==> src/rtl/flash_page_cache.sv <==
// flash_page_cache: multi-page read-only cache between the bus flash window
// and the QSPI flash reader. Pages live in one dual-port SRAM (port 0 fills,
// port 1 serves bus reads). Misses fill a round-robin victim slot sequentially
// from the page start, and a word is served as soon as it has landed.
// Optional FLASH_CACHE_PREFETCH_EN: after a demand fill completes, the next
// page (tag+1) is fetched into the victim slot when the bus is idle.
`timescale 1ns/1ps

module flash_page_cache #(
   parameter int unsigned PAGE_WORDS_LOG2 = 7,
   parameter int unsigned PAGES_LOG2 = 2,
   localparam int unsigned SRAM_ADDRESS_SIZE = PAGES_LOG2 + PAGE_WORDS_LOG2
) (
   input  logic                         clk,
   input  logic                         rst,
   input  logic                         peripheralBus_we,
   input  logic                         peripheralBus_oe,
   input  logic [23:0]                  peripheralBus_address,
   input  logic [3:0]                   peripheralBus_byteSelect,
   input  logic [31:0]                  peripheralBus_dataWrite,
   output logic [31:0]                  peripheralBus_dataRead,
   output logic                         peripheralBus_busy,
   output logic                         qspi_enable,
   output logic [23:0]                  qspi_address,
   output logic                         qspi_changeAddress,
   output logic                         qspi_requestData,
   input  logic [31:0]                  qspi_readData,
   input  logic                         qspi_readDataValid,
   input  logic                         qspi_initialised,
   input  logic                         qspi_busy,
   output logic                         sram_clk0,
   output logic                         sram_csb0,
   output logic                         sram_web0,
   output logic [3:0]                   sram_wmask0,
   output logic [SRAM_ADDRESS_SIZE-1:0] sram_addr0,
   output logic [31:0]                  sram_din0,
   output logic                         sram_clk1,
   output logic                         sram_csb1,
   output logic [SRAM_ADDRESS_SIZE-1:0] sram_addr1,
   input  logic [31:0]                  sram_dout1
);

   localparam int unsigned TAG_W = 23 - PAGE_WORDS_LOG2 - 2;
   localparam int unsigned PAGES = 1 << PAGES_LOG2;
   localparam int unsigned CNT_W = PAGE_WORDS_LOG2 + 1;

   typedef enum logic [1:0] {ST_IDLE, ST_ISSUE, ST_FILL} state_t;

   state_t                 state;
   logic                   enable;
   logic [31:0]            miss_count;
   logic [PAGES-1:0]       valid;
   logic [TAG_W-1:0]       tags [PAGES];
   logic [TAG_W-1:0]       fill_tag;
   logic [PAGES_LOG2-1:0]  fill_slot;
   logic [PAGES_LOG2-1:0]  victim;
   logic [CNT_W-1:0]       fill_count;
   logic                   read_phase;

   logic [TAG_W-1:0]           tag;
   logic [PAGE_WORDS_LOG2-1:0] word;
   logic                       flash_rd, reg_rd, reg_wr, cfg_wr, inv_wr, enable_d;
   logic                       fill_active, fill_we, last_word;
   logic                       hit, miss, rd_issue, demand_start;
   logic [PAGES_LOG2-1:0]      hit_slot;
   logic [31:0]                status;
   logic                       unused_bits;

   // Address decode and register strobes
   assign tag      = peripheralBus_address[22:PAGE_WORDS_LOG2+2];
   assign word     = peripheralBus_address[PAGE_WORDS_LOG2+1:2];
   assign flash_rd = peripheralBus_oe && !peripheralBus_address[23];
   assign reg_rd   = peripheralBus_oe && (peripheralBus_address[23:12] == 12'h800);
   assign reg_wr   = peripheralBus_we && (peripheralBus_address[23:12] == 12'h800);
   assign cfg_wr   = reg_wr && (peripheralBus_address[11:0] == 12'h000) && peripheralBus_byteSelect[0];
   assign inv_wr   = reg_wr && (peripheralBus_address[11:0] == 12'h008);
   assign enable_d = cfg_wr ? peripheralBus_dataWrite[0] : enable;

   assign unused_bits = ^{peripheralBus_byteSelect[3:1], peripheralBus_dataWrite[31:1],
                          peripheralBus_address[1:0]};

   assign fill_active = (state == ST_FILL);
   assign fill_we     = fill_active && qspi_readDataValid;
   assign last_word   = (fill_count[PAGE_WORDS_LOG2-1:0] == '1);

   // Hit lookup: a valid slot with matching tag, or a word already landed in the slot being filled
   always_comb begin
      hit      = 1'b0;
      hit_slot = '0;
      for (int unsigned s = 0; s < PAGES; s++) begin
         if ((valid[s] && (tags[s] == tag)) ||
             (fill_active && (fill_slot == PAGES_LOG2'(s)) && (fill_tag == tag) &&
              (CNT_W'(word) < fill_count))) begin
            hit      = 1'b1;
            hit_slot = PAGES_LOG2'(s);
         end
      end
   end

   assign rd_issue     = flash_rd && !read_phase && hit;
   assign miss         = flash_rd && !read_phase && !hit;
   assign demand_start = (state == ST_IDLE) && miss && enable && qspi_initialised;

`ifdef FLASH_CACHE_PREFETCH_EN
   logic             pf_arm, pf_fill, pf_cached;
   logic [TAG_W-1:0] pf_tag;

   assign pf_tag = fill_tag + TAG_W'(1);

   // Skip the prefetch when the next page is already resident
   always_comb begin
      pf_cached = 1'b0;
      for (int unsigned s = 0; s < PAGES; s++) begin
         if (valid[s] && (tags[s] == pf_tag)) pf_cached = 1'b1;
      end
   end
`endif

   // SRAM ports: fill writes land straight from the reader, bus reads issue on a hit
   assign sram_clk0   = clk;
   assign sram_clk1   = clk;
   assign sram_csb0   = !fill_we;
   assign sram_web0   = !fill_we;
   assign sram_wmask0 = 4'hF;
   assign sram_addr0  = {fill_slot, fill_count[PAGE_WORDS_LOG2-1:0]};
   assign sram_din0   = qspi_readData;
   assign sram_csb1   = !rd_issue;
   assign sram_addr1  = {hit_slot, word};

   assign qspi_enable        = enable;
   assign peripheralBus_busy = flash_rd && !read_phase;
   assign status = {{(24 - PAGES_LOG2){1'b0}}, fill_slot, 6'd0, (state != ST_IDLE), qspi_initialised};

   // Read data: registers combinationally, flash words one cycle after the SRAM read
   always_comb begin
      peripheralBus_dataRead = '0;
      if (reg_rd) begin
         case (peripheralBus_address[11:0])
            12'h000: peripheralBus_dataRead = {31'd0, enable};
            12'h004: peripheralBus_dataRead = status;
            12'h00C: peripheralBus_dataRead = miss_count;
            default: peripheralBus_dataRead = '0;
         endcase
      end else if (flash_rd && read_phase) begin
         peripheralBus_dataRead = sram_dout1;
      end
   end

   // Fill FSM, slot bookkeeping and configuration registers
   always_ff @(posedge clk) begin
      if (rst) begin
         state              <= ST_IDLE;
         enable             <= 1'b0;
         miss_count         <= '0;
         valid              <= '0;
         for (int unsigned s = 0; s < PAGES; s++) tags[s] <= '0;
         fill_tag           <= '0;
         fill_slot          <= '0;
         victim             <= '0;
         fill_count         <= '0;
         read_phase         <= 1'b0;
         qspi_address       <= '0;
         qspi_changeAddress <= 1'b0;
         qspi_requestData   <= 1'b0;
`ifdef FLASH_CACHE_PREFETCH_EN
         pf_arm             <= 1'b0;
         pf_fill            <= 1'b0;
`endif
      end else begin
         qspi_changeAddress <= 1'b0;
         read_phase         <= rd_issue;
         if (cfg_wr) enable <= peripheralBus_dataWrite[0];

         case (state)
            ST_IDLE: begin
               if (demand_start) begin
                  fill_tag      <= tag;
                  fill_slot     <= victim;
                  valid[victim] <= 1'b0;
                  victim        <= victim + PAGES_LOG2'(1);
                  fill_count    <= '0;
                  miss_count    <= miss_count + 32'd1;
                  state         <= ST_ISSUE;
`ifdef FLASH_CACHE_PREFETCH_EN
                  pf_arm        <= 1'b0;
                  pf_fill       <= 1'b0;
               end else if (pf_arm && !miss && enable && qspi_initialised) begin
                  pf_arm <= 1'b0;
                  if (!pf_cached) begin
                     fill_tag      <= pf_tag;
                     fill_slot     <= victim;
                     valid[victim] <= 1'b0;
                     victim        <= victim + PAGES_LOG2'(1);
                     fill_count    <= '0;
                     pf_fill       <= 1'b1;
                     state         <= ST_ISSUE;
                  end
`endif
               end
            end
            ST_ISSUE: begin
               if (!enable_d) begin
                  state <= ST_IDLE;
               end else if (!qspi_busy) begin
                  qspi_changeAddress <= 1'b1;
                  qspi_address       <= {1'b0, fill_tag, {(PAGE_WORDS_LOG2 + 2){1'b0}}};
                  qspi_requestData   <= 1'b1;
                  fill_count         <= '0;
                  state              <= ST_FILL;
               end
            end
            ST_FILL: begin
               if (!enable_d) begin
                  qspi_requestData <= 1'b0;
                  state            <= ST_IDLE;
               end else if (qspi_readDataValid) begin
                  fill_count <= fill_count + CNT_W'(1);
                  if (last_word) begin
                     qspi_requestData <= 1'b0;
                     tags[fill_slot]  <= fill_tag;
                     valid[fill_slot] <= 1'b1;
                     state            <= ST_IDLE;
`ifdef FLASH_CACHE_PREFETCH_EN
                     pf_arm           <= !pf_fill;
`endif
                  end
               end
            end
            default: state <= ST_IDLE;
         endcase

         // Invalidate aborts any fill in flight and drops every slot
         if (inv_wr) begin
            valid              <= '0;
            state              <= ST_IDLE;
            qspi_requestData   <= 1'b0;
            qspi_changeAddress <= 1'b0;
`ifdef FLASH_CACHE_PREFETCH_EN
            pf_arm             <= 1'b0;
`endif
         end
      end
   end

endmodule

==> config.mk <==
export PLATFORM = sky130hd
export DESIGN_NAME = flash_page_cache
export DESIGN_NICKNAME = d
export VERILOG_FILES = /design/src/rtl/flash_page_cache.sv
export SDC_FILE = /design/constraint.sdc
export NUM_CORES = 1
export LEC_CHECK = 0
export CAP_MARGIN = 30
export CORE_MARGIN = 3
export CORE_UTILIZATION = 48
export DETAILED_ROUTE_END_ITERATION = 12
export PLACE_DENSITY_LB_ADDON = 0.08
export SYNTH_ARGS = -nofsm -noshare
export SYNTH_HDL_FRONTEND = slang
export SYNTH_SLANG_ARGS = --single-unit
==> constraint.sdc <==
create_clock -name clk -period 5.4 [get_ports clk]
set_clock_uncertainty 0.15 [all_clocks]
set_input_delay 1.62 -clock clk [delete_from_list [all_inputs] [get_ports clk]]
set_output_delay 1.62 -clock clk [all_outputs]
set_load 0.01 [all_outputs]
Word level (Yosys, flattened, before mapping) --
Memory sizes are Yosys's and may differ from the RTL's. Index checks and enable logic that the tools add are counted.
Word-level totals: register bits 82, RAM bits 56, input bits 131, output and inout port bits 119, logic and storage cells 159, memories kept 1
Cells by class: add/sub/neg operators 3, order comparisons 5, equal/unequal tests 24, multiplexer cells 51, bitwise logic cells 6, reduce and logical (&&, ||, !) cells 57
Memories:
- tags | words 4, width 14, rd ports 4, clocked after memory_dff 0, wr ports 4, line 53 | logic [TAG_W-1:0] tags [PAGES];
Operators with widths (count):
- case mux 32 bit (3 select lines) | 1
- equality test 14 bit | 5
- 2-to-1 mux 32 bit | 2
- 2-to-1 mux 8 bit | 5
- adder 32 x 1 -> 32 bit (second input constant) | 1
- logical AND 1 bit | 32
- equality test 12 x 4 -> 1 bit (second input constant) | 2
- case mux 8 bit (3 select lines) | 1
- 2-to-1 mux 1 bit | 23
- 2-to-1 mux 2 bit | 9
- 2-to-1 mux 4 bit | 4
- 2-to-1 mux 14 bit | 1
- OR reduction 14 bit | 1
- equality test 12 bit (second input constant) | 1
- equality test 12 x 3 -> 1 bit (second input constant) | 1
- logical NOT 12 bit | 1
- != test 2 bit (second input constant) | 5
- AND reduction 5 bit | 2
- adder 8 x 1 -> 8 bit (second input constant) | 1
- less-than comparator 7 x 8 -> 1 bit | 1
- case mux 4 bit (2 select lines) | 1
- equality test 7 bit (second input constant) | 1
- equality test 2 bit (second input constant) | 3
- less-than comparator 2 x 3 -> 1 bit (second input constant) | 2
- other kinds (24) | 40

Depth between registers and ports, before layout --
Gate-level depths: netlist of run 1.
word-level depth 16, depth in mapped cells 11, mapped depth without buffers 9

==> qor.yml, run 1 <==
run_status: "finished with violations"
failed_checks: "negative setup slack"
number_of_routed_nets_with_antenna_violations: 0
report.final.slew_viol_count: 0
grt_first_pass_wirelength_um: 34600
drt_first_pass_iters: 5
core_area_um2: 16100
layout.cells.most_common_list: "sky130_fd_sc_hd__dfxtp_1 (82), sky130_fd_sc_hd__clkdlybuf4s50_1 (82), sky130_fd_sc_hd__buf_4 (64), sky130_fd_sc_hd__edfxtp_1 (56), sky130_fd_sc_hd__xnor2_1 (55)"
cts_hold_repair.buffers: 0
post-synth-top-area-fraction: 0.210
place.port_buffers: 137
crit_path_start_kind: "primary input"
final_layout_size_suffix_gt1_frac: 0.218
drtIter0Drc: 463
synth_seq_cells: 138
route.detailed.drc: 0
synth-async-reset-ratio: 0
gr-usage-all-layers: 0.242
p_total_mw: 2.60
yosys-top-cells-area: "sky130_fd_sc_hd__edfxtp_1 (21%), sky130_fd_sc_hd__dfxtp_1 (20%), sky130_fd_sc_hd__buf_4 (6.4%)"
tightest_slew_ns: 1.00
gp_congestion: 0.850
crit_fanout: 7
worstSetupEndpointType: "output port"
setup_violations: 2
die_height_um: 135
reported_max_cap_violation_count: 0
die_w_um: 135
grt_antenna_before_repair: 0
placement_stage_cell_area_um2: 9480
grt_max_degree: 67
detail_route.vias_per_cell: 5.62
timing.hold.worst.class: "register to register"
synthFlopType: "sky130_fd_sc_hd__dfxtp_1"
post-route-period-util: 1.00
max_freq_ghz: 0.185
stdcell_count: 1179
syn_area_um2: 8010
cellPowerDensity_nw_per_um2: 254
syn2layout_area_growth_pct: 27.9
peakVddDrop_mv: 0.308
final_routed_wire_length_divided_by_cell_count_um: 18.6
num-fill-cells: 1357
finish.utilization: 0.636
gr-total-overflow: 0
nets: 1097
critPathKind: "primary input to output port"
timing.rr.start: "miss_count[3]"
floorplan.initialDensity: 0.497
cp_data_arrival_time_ns: 3.63
boundaryPins: 250
synth_cell_type_count: 71
setup_slack_ns: -0.00400
die_area_um2: 18300
hpwlAfterDp_um: 15700
post_synth_inst_count: 816
min_delay_startpoint: "valid[1]"
total_inserted_antenna_cells: 0
leakage_nw: 3.94
first_global_vias: 6601
dpl_worst_slack_ns: -0.839
placed_cells_incl_taps: 1130
slew_headroom: 0.331
crit_start: "peripheralBus_address[14]"
drt-total-wl_um: 21900
worstSkewPairLatency_ns: 0.54
finalWorstPathRequiredPeriod_ns: 5.40
std_cell_rows: 46
rsz_0062_raised_after_global_routing: "yes"
seq_area_frac_synth: 0.415
yosys.area.top_type: "sky130_fd_sc_hd__edfxtp_1"
synth_warnings: 0
design_area_um2: 10200
tritoncts_clock_tree: "yes"
final_hold_viol_count: 0
clk_pin_slew_worst_paths_ns: 0.06
synth_enable_flop_cells: 56
routed-via-count: 6626
post_synth.cell_area_avg_um2: 9.82
critPathRequiredTime_ns: 3.63
## worst max-delay path, cell delays in order
cell	delay [ns]
sky130_fd_sc_hd__buf_8	0.10
sky130_fd_sc_hd__or4_4	0.57
sky130_fd_sc_hd__nor4_4	0.31
sky130_fd_sc_hd__and4_4	0.30
sky130_fd_sc_hd__nand3_4	0.08
sky130_fd_sc_hd__nor2_4	0.14
sky130_fd_sc_hd__buf_12	0.14
sky130_fd_sc_hd__buf_12	0.11
sky130_fd_sc_hd__a22o_1	0.13
sky130_fd_sc_hd__buf_2	0.13
## routing by layer
| layer | track usage | part of all wire | wire [µm] |
|---|---|---|---|
| met1 | 0.327 | 0.45 | 9860 |
| met2 | 0.385 | 0.47 | 10400 |
| met3 | 0.0557 | 0.056 | 1240 |
| met4 | 0.0857 | 0.019 | 411 |
| met5 | 0 | 0 | 0 |
## repair_timing
| action | 4_1_cts | 5_1_grt |
|---|---|---|
| setup buffers | 12 | 1 |
| endpoints found under the setup margin | 35 | 34 |
| cloned | 3 | 0 |
| pin swaps | 18 | 22 |
| resized for setup | 199 | 21 |
## kinds of logic (layout without fill, tap and decap cells)
family,count (synthesis),in the layout,synth area share
compound gates,142,142,0.123
xor+xnor,73,73,0.0798
fa+ha+maj,16,16,0.0250
buf+inv,142,277,0.106
flops,138,138,0.415
mux,38,38,0.0476
other cells,2,14,0.000937
simple gates,265,265,0.203
## synth_stat cells (all sizes together), types with 24 or more instances
master and number:
nand2 29, inv 26, nand3 24, edfxtp 56, nand4 25, a21oi 37, dfxtp 82, nor2 47
buf 95, o21ai 25, xnor2 58, and3 37, mux2i 37, and2 33, a22o 28
## worst paths after layout
path         cells past startpoint                        end  slack (ns)
max                             10  peripheralBus_dataRead[4]      -0.004
min reg2reg                      2                   valid[1]        0.34
min                              2                   valid[1]        0.34
max reg2reg                      7             miss_count[31]        2.33
## through the flow
stage | hold slack (ns) | setup TNS [ns]
global route | 0.373 | -1.23
CTS | 0.346 | -1.13
detailed placement | 0.332 | -27.55
global placement | 0.320 | -25.96
finish | 0.343 | -0.00550
floorplan | 0.302 | 0
## flip-flops by register name, summed over array words and instances, names as in the netlist
name,count
qspi_address,14
qspi_enable,1
fill_count,8
valid,4
fill_tag,14
qspi_requestData,1
victim,2
qspi_changeAddress,1
tags,56
miss_count,32
fill_slot,2
read_phase,1
state,2
## cell type report
cell class	count	area, µm²	share of cell area
clock inverter	15	128	0.0125
multi-input combinational	548	4020	0.392
inverter	26	97.6	0.00952
timing repair buffer	213	1860	0.182
clock buffer	23	546	0.0532
tap	216	270	0.0264
sequential	138	3320	0.324
## power by group
group          leakage [nW]  switching (mW)  internal, mW
Combinational          2.44          0.0976         0.106
Sequential             1.19          0.0102          1.10
Clock                 0.314           0.503         0.782
(Power assumes the default switching activity.)
==> run 2, diff against run 1 <==
Settings changed: CORE_MARGIN 3 to default, CORE_UTILIZATION 48 to 45, GPL_TIMING_DRIVEN from default to 0.
==> run 2 against run 1 <==
Net effect: the flow still finishes with violations (negative setup slack); critical path depth grew 2; cell area increased by 5.4%; register-to-register slack better by 0.11 ns; total power increased by 3.4%; die area up 0.36%; global-route usage grew 0.34 points; fmax fell by 3.0%; first-iteration DRC count is 26% lower; core utilization down 1.4 points; wire length is 0.15% lower; sequential power barely moved; largest power group unchanged; critical path type unchanged; non-clock buffer count up 83; highest routed layer unchanged.
==> qor.yml, run 2 (same netlist as run 1, synthesis figures left out) <==
route.detailed.drc: 0  # unchanged
top_regs: "tags: 56 flops, miss_count: 32 flops"
power.switching_uw: 587  # -3.9%
setup_violations: 24  # +22
netSwitchingFraction: 0.218  # -0.0165
final_layout_size_suffix_gt1_frac: 0.222  # +0.00373
worstSetupEndpointType: "output port"
floorplan.initialDensity: 0.462  # -0.0356
clk_pin_slew_worst_paths_ns: 0.06  # about the same
grt_max_degree: 17  # -75%
critPathRequiredTime_ns: 3.63  # about the same
rsz_0062_raised_after_global_routing: "yes"
die_height_um: 135  # +0.18%
gp_congestion: 0.845  # -0.64%
report.final.slew_viol_count: 0  # unchanged
final_routed_wire_length_divided_by_cell_count_um: 17.2  # -7.4%
drtIter0Drc: 344  # -26%
reported_max_cap_violation_count: 0  # unchanged
timing.critical_path.to: "peripheralBus_dataRead[16]"
syn2layout_area_growth_pct: 34.7
max_freq_ghz: 0.180  # -3.0%
final_hold_viol_count: 0  # unchanged
routed-via-count: 6820  # +2.9%
finish.utilization: 0.622  # -0.0138
crit_fanout: 7  # unchanged
slew_headroom: 0.465  # +0.134
r2r_end: "miss_count[30]"
comb_power_share: 0.087  # +0.009
registers.top_by_ff_count: "tags"
post-route-period-util: 1.03  # +0.0308
mostFrequentLayoutCell: "sky130_fd_sc_hd__clkdlybuf4s50_1"
placed_cells_incl_taps: 1208  # +6.9%
crit_start: "peripheralBus_address[7]"
failed_checks: "negative setup slack"
setup_slack_ns: -0.170  # -0.166 ns
grt_first_pass_wirelength_um: 33900  # -2.1%
leakage_nw: 4.23  # +7.2%
reg2reg_setup_slack_ns: 2.44  # +0.11 ns
cellPowerDensity_nw_per_um2: 249  # -1.9%
drt-total-wl_um: 21900  # -0.15%
number_of_routed_nets_with_antenna_violations: 0  # unchanged
run_status: "finished with violations"
core_area_um2: 17400  # +7.7%
hpwlAfterDp_um: 16000  # +2.0%
share_seq_of_total_power: 0.414  # -0.014
design_area_um2: 10800  # +5.4%
rr_worst_depth: 11  # +4
detail_route.vias_per_cell: 5.37  # -4.5%
timing.hold.worst.class: "register to register"
tritoncts_clock_tree: "yes"
placement_stage_cell_area_um2: 9890  # +4.3%
boundaryPins: 250  # unchanged
grt_antenna_before_repair: 0  # unchanged
first_global_vias: 6402  # -3.0%
gr-total-overflow: 0  # unchanged
peakVddDrop_mv: 0.318  # +3.3%
tightest_slew_ns: 0.796  # -0.206 ns
nets: 1180  # +7.6%
cts_hold_repair.buffers: 0  # unchanged
share_clk_of_total_power: 0.499  # +0.005
timing.rr.start: "fill_count[5]"
drt_first_pass_iters: 5  # unchanged
worstSkewPairLatency_ns: 0.54  # about the same
gr-usage-all-layers: 0.246  # +0.00344
stdcell_count: 1271  # +7.8%
crit_path_start_kind: "primary input"
cp_data_arrival_time_ns: 3.80  # +0.17 ns
die_area_um2: 18300  # +0.36%
largest_register_ffs: 56  # unchanged
p_total_mw: 2.69  # +3.4%
internal_power_mw: 2.10  # +5.6%
std_cell_rows: 48  # +4.3%
critPathKind: "primary input to output port"
place.port_buffers: 155  # +13%
finalWorstPathRequiredPeriod_ns: 5.57  # +0.166 ns
setup_tns_ns: -2.01  # -2.00 ns
total_inserted_antenna_cells: 0  # unchanged
layout.cells.most_common_list: "sky130_fd_sc_hd__clkdlybuf4s50_1 (114), sky130_fd_sc_hd__dfxtp_1 (82), sky130_fd_sc_hd__buf_4 (81), sky130_fd_sc_hd__xnor2_1 (58), sky130_fd_sc_hd__edfxtp_1 (56)"
die_w_um: 135  # +0.18%
## run 2: cell count changes in the layout (fill, tap and decap cells not counted), moves of 5 or more
cell,before,now
sky130_fd_sc_hd__buf_2,37,47
sky130_fd_sc_hd__buf_6,7,23
sky130_fd_sc_hd__clkdlybuf4s50_1,82,114
sky130_fd_sc_hd__buf_12,8,3
sky130_fd_sc_hd__buf_4,64,81
sky130_fd_sc_hd__clkbuf_1,0,24
sky130_fd_sc_hd__dlygate4sd2_1,10,2
## run 2: worst max-delay path: stages
cell	delay, ns
sky130_fd_sc_hd__buf_6	0.10
sky130_fd_sc_hd__or4_4	0.56
sky130_fd_sc_hd__nor4_4	0.36
sky130_fd_sc_hd__and4_4	0.30
sky130_fd_sc_hd__nand3_4	0.09
sky130_fd_sc_hd__nor2_4	0.12
sky130_fd_sc_hd__buf_12	0.13
sky130_fd_sc_hd__buf_6	0.10
sky130_fd_sc_hd__buf_6	0.09
sky130_fd_sc_hd__buf_6	0.08
sky130_fd_sc_hd__a22o_1	0.11
sky130_fd_sc_hd__buf_2	0.12
## run 2: stage by stage
step	hold WS, ns	setup slack [ns]
6_report	0.344	-0.170
5_1_grt	0.367	-0.235
4_1_cts	0.349	-0.251
3_5_place_dp	0.334	-1.34
3_3_place_gp	0.324	-1.35
2_1_floorplan	0.302	0.0858
## run 2: layout make-up
type                    instances  area, µm²
repair buffers                181       1650
clock buffers                  31        632
multi-input cells             548       3960
flip-flops and latches        138       3320
inverters                      26       97.6
well taps                     225        282
fillers                      1532       6560
clock inverters                 7       62.6
plain buffers                 115        786
## run 2: how the worst min path moves through the flow
stage,startpoint,end,slack [ns],cells past startpoint
final,qspi_address[15],qspi_address[15],0.34,2
after global routing,qspi_address[15],qspi_address[15],0.37,2
after CTS,qspi_address[15],qspi_address[15],0.35,2
after detailed placement,qspi_address[19],qspi_address[19],0.33,2
after global placement,qspi_address[13],qspi_address[13],0.32,2
after floorplan,miss_count[31],miss_count[31],0.30,2
## run 2: power groups by stage
stage / logic [mW] / registers [mW] / clock network (mW)
6_report: 0.233 / 1.11 / 1.34
5_1_grt: 0.251 / 1.12 / 1.40
4_1_cts: 0.232 / 1.11 / 1.36
3_5_place_dp: 0.224 / 1.14 / 0.0582
3_3_place_gp: 0.224 / 1.13 / 0.0582
2_1_floorplan: 0.124 / 1.13 / 0.0305
## run 2: what timing repair did
action	4_1_cts	5_1_grt
setup buffers	24	6
cloned	2	0
setup endpoints to repair	35	33
resized for setup	185	16
pin swaps	14	17
## run 2: per-layer routing
layer | wire, µm | GRT usage | vias up
met4 | 553 | 0.109 | 0
met5 | 0 | 0 | -
met2 | 10000 | 0.377 | 247
met1 | 10000 | 0.335 | 3210
li1 | - | - | 3324
met3 | 1310 | 0.0471 | 39
